### src/rtl/tdm_div.sv
// Time-division-multiplexed unsigned fixed-point divider: one restoring divider
// is shared across NUM_UNITS channels and all quotients are published together.
module tdm_div #(
   parameter int C_WIDTH     = 32,
   parameter int FIXED_POINT = 8,
   parameter int NUM_UNITS   = 8
) (
   input  logic                           ctl_clk,
   input  logic                           ctl_rst,
   input  logic                           start,
   input  logic [C_WIDTH*NUM_UNITS-1:0]   dividends,
   input  logic [C_WIDTH*NUM_UNITS-1:0]   divisors,
   output logic [C_WIDTH*NUM_UNITS-1:0]   quotients,
   output logic [NUM_UNITS-1:0]           div_err,
   output logic [NUM_UNITS-1:0]           ovf,
   output logic                           busy,
   output logic                           done
);

   localparam int N     = C_WIDTH + FIXED_POINT;
   localparam int CH_W  = (NUM_UNITS > 1) ? $clog2(NUM_UNITS) : 1;
   localparam int CNT_W = $clog2(N + 1);

   typedef enum logic [2:0] {
      IDLE,
      LOAD,
      ITER,
      STORE,
      PUBLISH
   } state_t;

   state_t state, state_nxt;

   logic [CH_W-1:0]              ch;
   logic [CNT_W-1:0]             cnt;

   logic [C_WIDTH*NUM_UNITS-1:0] bank_dividend;
   logic [C_WIDTH*NUM_UNITS-1:0] bank_divisor;
   logic [C_WIDTH*NUM_UNITS-1:0] work_q;
   logic [NUM_UNITS-1:0]         work_err;
   logic [NUM_UNITS-1:0]         work_ovf;

   logic [N-1:0]                 num;
   logic [N-1:0]                 q;
   logic [C_WIDTH:0]             rem;

   logic [C_WIDTH-1:0]           cur_dividend;
   logic [C_WIDTH-1:0]           cur_divisor;
   logic [C_WIDTH:0]             rem_sh;
   logic                         q_bit;
   logic [C_WIDTH:0]             rem_nxt;
   logic                         zero_div;
   logic                         last_ch;

   // Quotient saturation: a zero divisor or any integer bits beyond C_WIDTH clamp to all ones.
   function automatic logic [C_WIDTH-1:0] saturate(input logic [N-1:0] qv, input logic dz);
      if (dz || (|(qv >> C_WIDTH)))
         return '1;
      else
         return qv[C_WIDTH-1:0];
   endfunction

   function automatic logic overflowed(input logic [N-1:0] qv, input logic dz);
      return !dz && (|(qv >> C_WIDTH));
   endfunction

   always_comb begin
      cur_dividend = bank_dividend[ch*C_WIDTH +: C_WIDTH];
      cur_divisor  = bank_divisor[ch*C_WIDTH +: C_WIDTH];
      rem_sh       = {rem[C_WIDTH-1:0], num[N-1]};
      q_bit        = (rem_sh >= {1'b0, cur_divisor});
      rem_nxt      = q_bit ? (rem_sh - {1'b0, cur_divisor}) : rem_sh;
      zero_div     = (cur_divisor == '0);
      last_ch      = (ch == CH_W'(NUM_UNITS - 1));
   end

   always_comb begin
      state_nxt = state;
      case (state)
         IDLE:    if (start) state_nxt = LOAD;
         LOAD:    state_nxt = ITER;
         ITER:    if (cnt == CNT_W'(1)) state_nxt = STORE;
         STORE:   state_nxt = last_ch ? PUBLISH : LOAD;
         PUBLISH: state_nxt = IDLE;
         default: state_nxt = IDLE;
      endcase
   end

   // Control and output registers
   always_ff @(posedge ctl_clk) begin
      if (ctl_rst) begin
         state     <= IDLE;
         ch        <= '0;
         cnt       <= '0;
         busy      <= 1'b0;
         done      <= 1'b0;
         quotients <= '0;
         div_err   <= '0;
         ovf       <= '0;
      end else begin
         state <= state_nxt;
         done  <= (state == PUBLISH);
         case (state)
            IDLE: begin
               if (start) begin
                  ch   <= '0;
                  busy <= 1'b1;
               end
            end
            LOAD:  cnt <= CNT_W'(N);
            ITER:  cnt <= cnt - CNT_W'(1);
            STORE: if (!last_ch) ch <= ch + CH_W'(1);
            PUBLISH: begin
               quotients <= work_q;
               div_err   <= work_err;
               ovf       <= work_ovf;
               busy      <= 1'b0;
            end
            default: ;
         endcase
      end
   end

   // Datapath registers: operand bank, restoring-divider state, working result bank
   always_ff @(posedge ctl_clk) begin
      case (state)
         IDLE: begin
            if (start) begin
               bank_dividend <= dividends;
               bank_divisor  <= divisors;
            end
         end
         LOAD: begin
            num <= N'(cur_dividend) << FIXED_POINT;
            rem <= '0;
            q   <= '0;
         end
         ITER: begin
            num <= num << 1;
            rem <= rem_nxt;
            q   <= {q[N-2:0], q_bit};
         end
         STORE: begin
            work_q[ch*C_WIDTH +: C_WIDTH] <= saturate(q, zero_div);
            work_err[ch]                  <= zero_div;
            work_ovf[ch]                  <= overflowed(q, zero_div);
         end
         default: ;
      endcase
   end

endmodule

### config.mk
export PLATFORM = sky130hd
export DESIGN_NAME = tdm_div
export DESIGN_NICKNAME = d
export VERILOG_FILES = /design/src/rtl/tdm_div.sv
export SDC_FILE = /design/constraint.sdc
export NUM_CORES = 2
export LEC_CHECK = 0
export ABC_CLOCK_PERIOD_IN_PS = 17000
export CORE_ASPECT_RATIO = 1.5
export CORE_UTILIZATION = 25
export CTS_CLUSTER_SIZE = 14
export DETAILED_ROUTE_END_ITERATION = 8
export SYNTH_ARGS = -nofsm -noshare
export SYNTH_HDL_FRONTEND = slang
export SYNTH_SLANG_ARGS = --single-unit
### constraint.sdc
create_clock -name ctl_clk -period 17 [get_ports ctl_clk]
set_clock_uncertainty 0.1 [all_clocks]
set_input_delay 3.4 -clock ctl_clk [delete_from_list [all_inputs] [get_ports ctl_clk]]
set_output_delay 3.4 -clock ctl_clk [all_outputs]
set_load 0.02 [all_outputs]
# After elaboration in Yosys (flattened, before gate mapping)
# Cells that the tools add are included.
[word_totals]
regBits = 1182
in_bits = 515
word_cells = 71
[classes]
n_addsub = 4
order_cmp = 3
eq_ne = 9
n_shift = 4
n_mux = 21
n_reduce_logical = 14
[op_table]
columns = ["operator", "n"]
rows = [
  ["$shiftx A256 B9 Y32", 2],
  ["$bwmux W256", 1],
  ["$shift A32 B34 Y256 const A", 1],
  ["$shiftx A32 B34 Y256", 1],
  ["$pmux W40 S2", 2],
  ["$mux W32", 3],
  ["$pmux W32 S2", 1],
  ["$neg A8 Y34", 1],
  ["$ge A33 B32 Y1", 1],
  ["$logic_not A32 Y1", 1],
  ["$sub A32 B32 Y32", 1],
  ["$bwmux W8", 2],
  ["$mux W3", 5],
  ["$pmux W3 S4", 1],
  ["$pmux W6 S2", 1],
  ["$reduce_or A8 Y1", 1],
  ["$eq A3 B2 Y1 const B", 2],
  ["$eq A3 B3 Y1 const B", 2],
  ["$eq A6 B1 Y1 const B", 1],
  ["$ne A2 B2 Y1 const B", 3],
  ["$pmux W3 S2", 1],
  ["$reduce_and A2 Y1", 3],
  ["$reduce_bool A2 Y1", 3],
  ["$sub A6 B1 Y6 const B", 1],
  ["12 further kinds", 14],
]

# Longest topological paths before layout
[depth]
ltp_word = 7
depth_mapped = 20

# Least setup slack after synthesis
# Ideal clock, no wire load.
[synth_timing]
path_type = "input-to-reg"
from = "in start"
to = "reg bank_dividend[0], enable pin"
t_arrival_ns = 13.375
slack_ns = 2.669
path_stages = 2
path_buffers = 0
path_cell_list = "nand3b_1 -> inv_1"
[synth_via]
elab_chain_cells = 1
[synth_lines]
columns = ["item", "line", "text"]
rows = [
  ["from (decl)", "10", "input logic start,"],
  ["$reduce_and A2 Y1 (no source line)", "-", ""],
  ["to (signal assigned)", "129", "bank_dividend <= dividends;"],
  ["to (decl)", "37", "logic [C_WIDTH*NUM_UNITS-1:0] bank_dividend;"],
]
# No other way between the ends.
# A chain may end at the register's enable or synchronous reset.

# Worst setup path after layout
[layout_timing]
from = "reg ch[0]"
to = "reg rem[28] (data pin)"
[layout_via]
elab_chain_cells = 4
[layout_lines]
columns = ["item", "line", "text"]
rows = [
  ["from (decl)", "34", "logic [CH_W-1:0] ch;"],
  ["from (signal assigned)", "112", "STORE: if (!last_ch) ch <= ch + CH_W'(1);"],
  ["$shiftx A256 B9 Y32 *", "69", "cur_divisor = bank_divisor[ch*C_WIDTH +: C_WIDTH];"],
  ["$sub A32 B32 Y32 / $ge A33 B32 Y1 (equally long branches)", "72, 71", ""],
  ["$mux W32 *", "72", "rem_nxt = q_bit ? (rem_sh - {1'b0, cur_divisor}) : rem_sh;"],
  ["$pmux W32 S2 *", "126", "case (state)"],
  ["to (signal assigned)", "140", "rem <= rem_nxt;"],
  ["to (decl)", "45", "logic [C_WIDTH:0] rem;"],
]
# Every way passes the cells marked *; elsewhere a longest branch is shown, timed or not.

==> out/qor.yml <==
grt_max_degree: 221
hold_viol: 0
synth_top_cell_by_area: "edfxtp_1"
synthArstFlopShare_pct: 0
setup_tns_ps: 0
synth-edff-count: 888
io_buffers: 788
cts-resized-gates: 0
grt_pass1_wl_um: 208000
fin_crit_sh_pct: 37.9
cp-end-kind: "flop"
drc_errors: 0
worstMarginPinSlew_ps: 1320
crit_path_start_kind: "flop"
netlist_area_sq_mm: 0.0461
area_growth_pct: 30.0
grt_pass1_vias: 30100
path_clk_slew_ps: 60
clock_sinks: 1174
finalNonFillerCells: 6649
busiest_layer: "met2"
ys.flop_type: "edfxtp_1"
fill_cells: 18000
gp_congestion: 0.857
core_sq_mm: 0.183
cts-buffers-inserted: 112
power_density_mw_per_mm2: 131
finalSetupViolations: 0
ys_top_cells_by_count: "edfxtp_1, nand2_1, a21oi_1, dfxtp_1, o21a_1"
grt.met1_usage_pct: 17.3
yosysMostFrequentCell: "edfxtp_1"
synth.yosys.warnings: 0
grt.total_usage_pct: 15.3
ant_nets: 0
yosysSeqAreaShare_pct: 70.3
syn-num-nets: 3999
dp.final_hpwl_um: 101000
slew_headroom_pct: 11.9
via_count: 30000
ctsHoldBuffers: 0
post-place-cells: 6435
drt_iter0_markers: 2280
drive_gt1_share_pct: 7.44
wl_per_cell_um: 22.0
critical_path.max_fanout: 41
ir_worst_vdd_uv: 88.3
antenna_found_initial: 9
clockBufferDepth: 3
rows: 192
finalNetCount: 4681
avgViaCountPerCell: 4.51
crit_arrival_ps: 6810
synth.ff_latch_count: 1174
netlist.area_leader.share_pct: 57.8
leakage_uw: 0.0190
max_freq_ghz: 0.155
syn_avg_cell_area_sq_um: 13.4
syn_inst: 3442
maxSlewViolCount: 0
synth_cell_types: 63
fp.dieArea_sq_mm: 0.186
drt_wl_total_um: 146000
use_met3_pct: 2.68
initial_core_util_pct: 25.2
outcome: "finished clean"
rsz0062_at_grt: "no"
cts_setup_buffers: 0
cts-htree-levels: 3
pin_count: 789
root_buffer: "clkbuf_16"
fin_crit_ps: 6450
synth.area.top_cells: "edfxtp_1, dfxtp_1, nand2_1"
maxCapViolations: 0
cp.required_ps: 17360
first_pass_iters: 7
die_w_um: 353
hold_class: "flop to flop"
clk_latency_ps: 760
crit_type: "flop to flop"
cts_tree: "yes"
die_y_um: 528
grtUsageMet2_pct: 27.7
grt-ovfl-total: 0
[registers in the layout, indices dropped and copies added, names as in the netlist]
register / flops
num: 32
busy: 1
cnt: 6
work_err: 8
ch: 3
div_err: 8
done: 1
bank_dividend: 256
work_q: 256
q: 40
work_ovf: 8
quotients: 256
bank_divisor: 256
state: 3
ovf: 8
rem: 32
[cells by family (layout without fill, tap and decap cells)]
family,count (synthesis),after routing,share of synthesized area [%]
AO/OA/AOI/OAI,808,808,10.8
multiplexers,214,214,6.38
other,0,3,0
AND/OR/NAND/NOR,899,899,8.09
buffers and inverters,281,1060,2.84
adder cells (fa/ha/maj),42,42,1.16
flip-flops,1174,1174,70.3
XOR/XNOR,24,24,0.456
[cell usage in the layout (no fill, tap or decap), types with 15 or more instances in the layout]
master / instances
ha_1: 41
a21oi_1: 360
mux2_2: 16
inv_1: 21
clkinv_2: 16
clkbuf_1: 31
edfxtp_1: 888
o21a_1: 260
o21ai_0: 73
and2_1: 48
nand2_1: 639
o22ai_1: 27
nor2_1: 115
mux2i_1: 133
xnor2_1: 16
clkinv_1: 16
mux4_2: 62
buf_4: 32
clkdlybuf4s50_1: 787
clkbuf_16: 114
dfxtp_1: 283
nand3_1: 15
[per-stage QoR]
step / power (uW) / util (%) / area (sq um) / hold slack [ps] / setup WS [ps]
floorplan: 4850 / - / 46100 / 355 / 2670
global placement: 5360 / 30.8 / 56300 / 343 / 9890
detailed placement: 5400 / 30.8 / 56300 / 346 / 9800
CTS: 7920 / 32.8 / 59900 / 354 / 10530
global route: 8140 / 32.8 / 59900 / 370 / 10040
finish: 7830 / 32.8 / 59900 / 352 / 10550
[final cells by class]
class                   instances  area [sq um]  share of cell area [%]
diodes                          3          7.51                  0.0125
clock buffers                 154          3090                    5.16
clock inverters                57           568                   0.948
inverters                      25           105                   0.175
multi-input cells            1987         12500                    20.9
flip-flops and latches       1174         32400                    54.1
well taps                    2425          3030                    5.06
repair buffers                824          8210                    13.7
[critical path, stage by stage, from the launching register on]
cell and delay [ps]:
dfxtp_4 740, buf_4 610, buf_4 670, mux2i_1 290, nor2_1 50, a21oi_1 150
nor2_1 60, a221oi_1 530, ha_1 420, a21oi_1 170, o21ai_0 220, or3b_2 520
a21oi_1 300, nor3_1 190, o41ai_1 670, nor4_1 100, a211oi_1 260, a21oi_1 90
[final timing paths]
kind / depth (start not counted) / slack, ps / to / startpoint
max: 17 / 10550 / rem[28] / ch[0]
min: 2 / 350 / quotients[186] / quotients[186]
max reg2reg: 17 / 10550 / rem[28] / ch[0]
min reg2reg: 2 / 350 / quotients[186] / quotients[186]
[power by group]
part	switching [uW]	internal (uW)
Clock	1150	1370
Combinational	840	525
Sequential	357	3590
[routing by layer]
metal,up-vias,routed length [um]
met2,1166,75300
li1,13900,-
met1,14700,56000
met4,0,6260
met3,248,8600
met5,-,0
No activity file was read; power rests on OpenSTA's default activity.
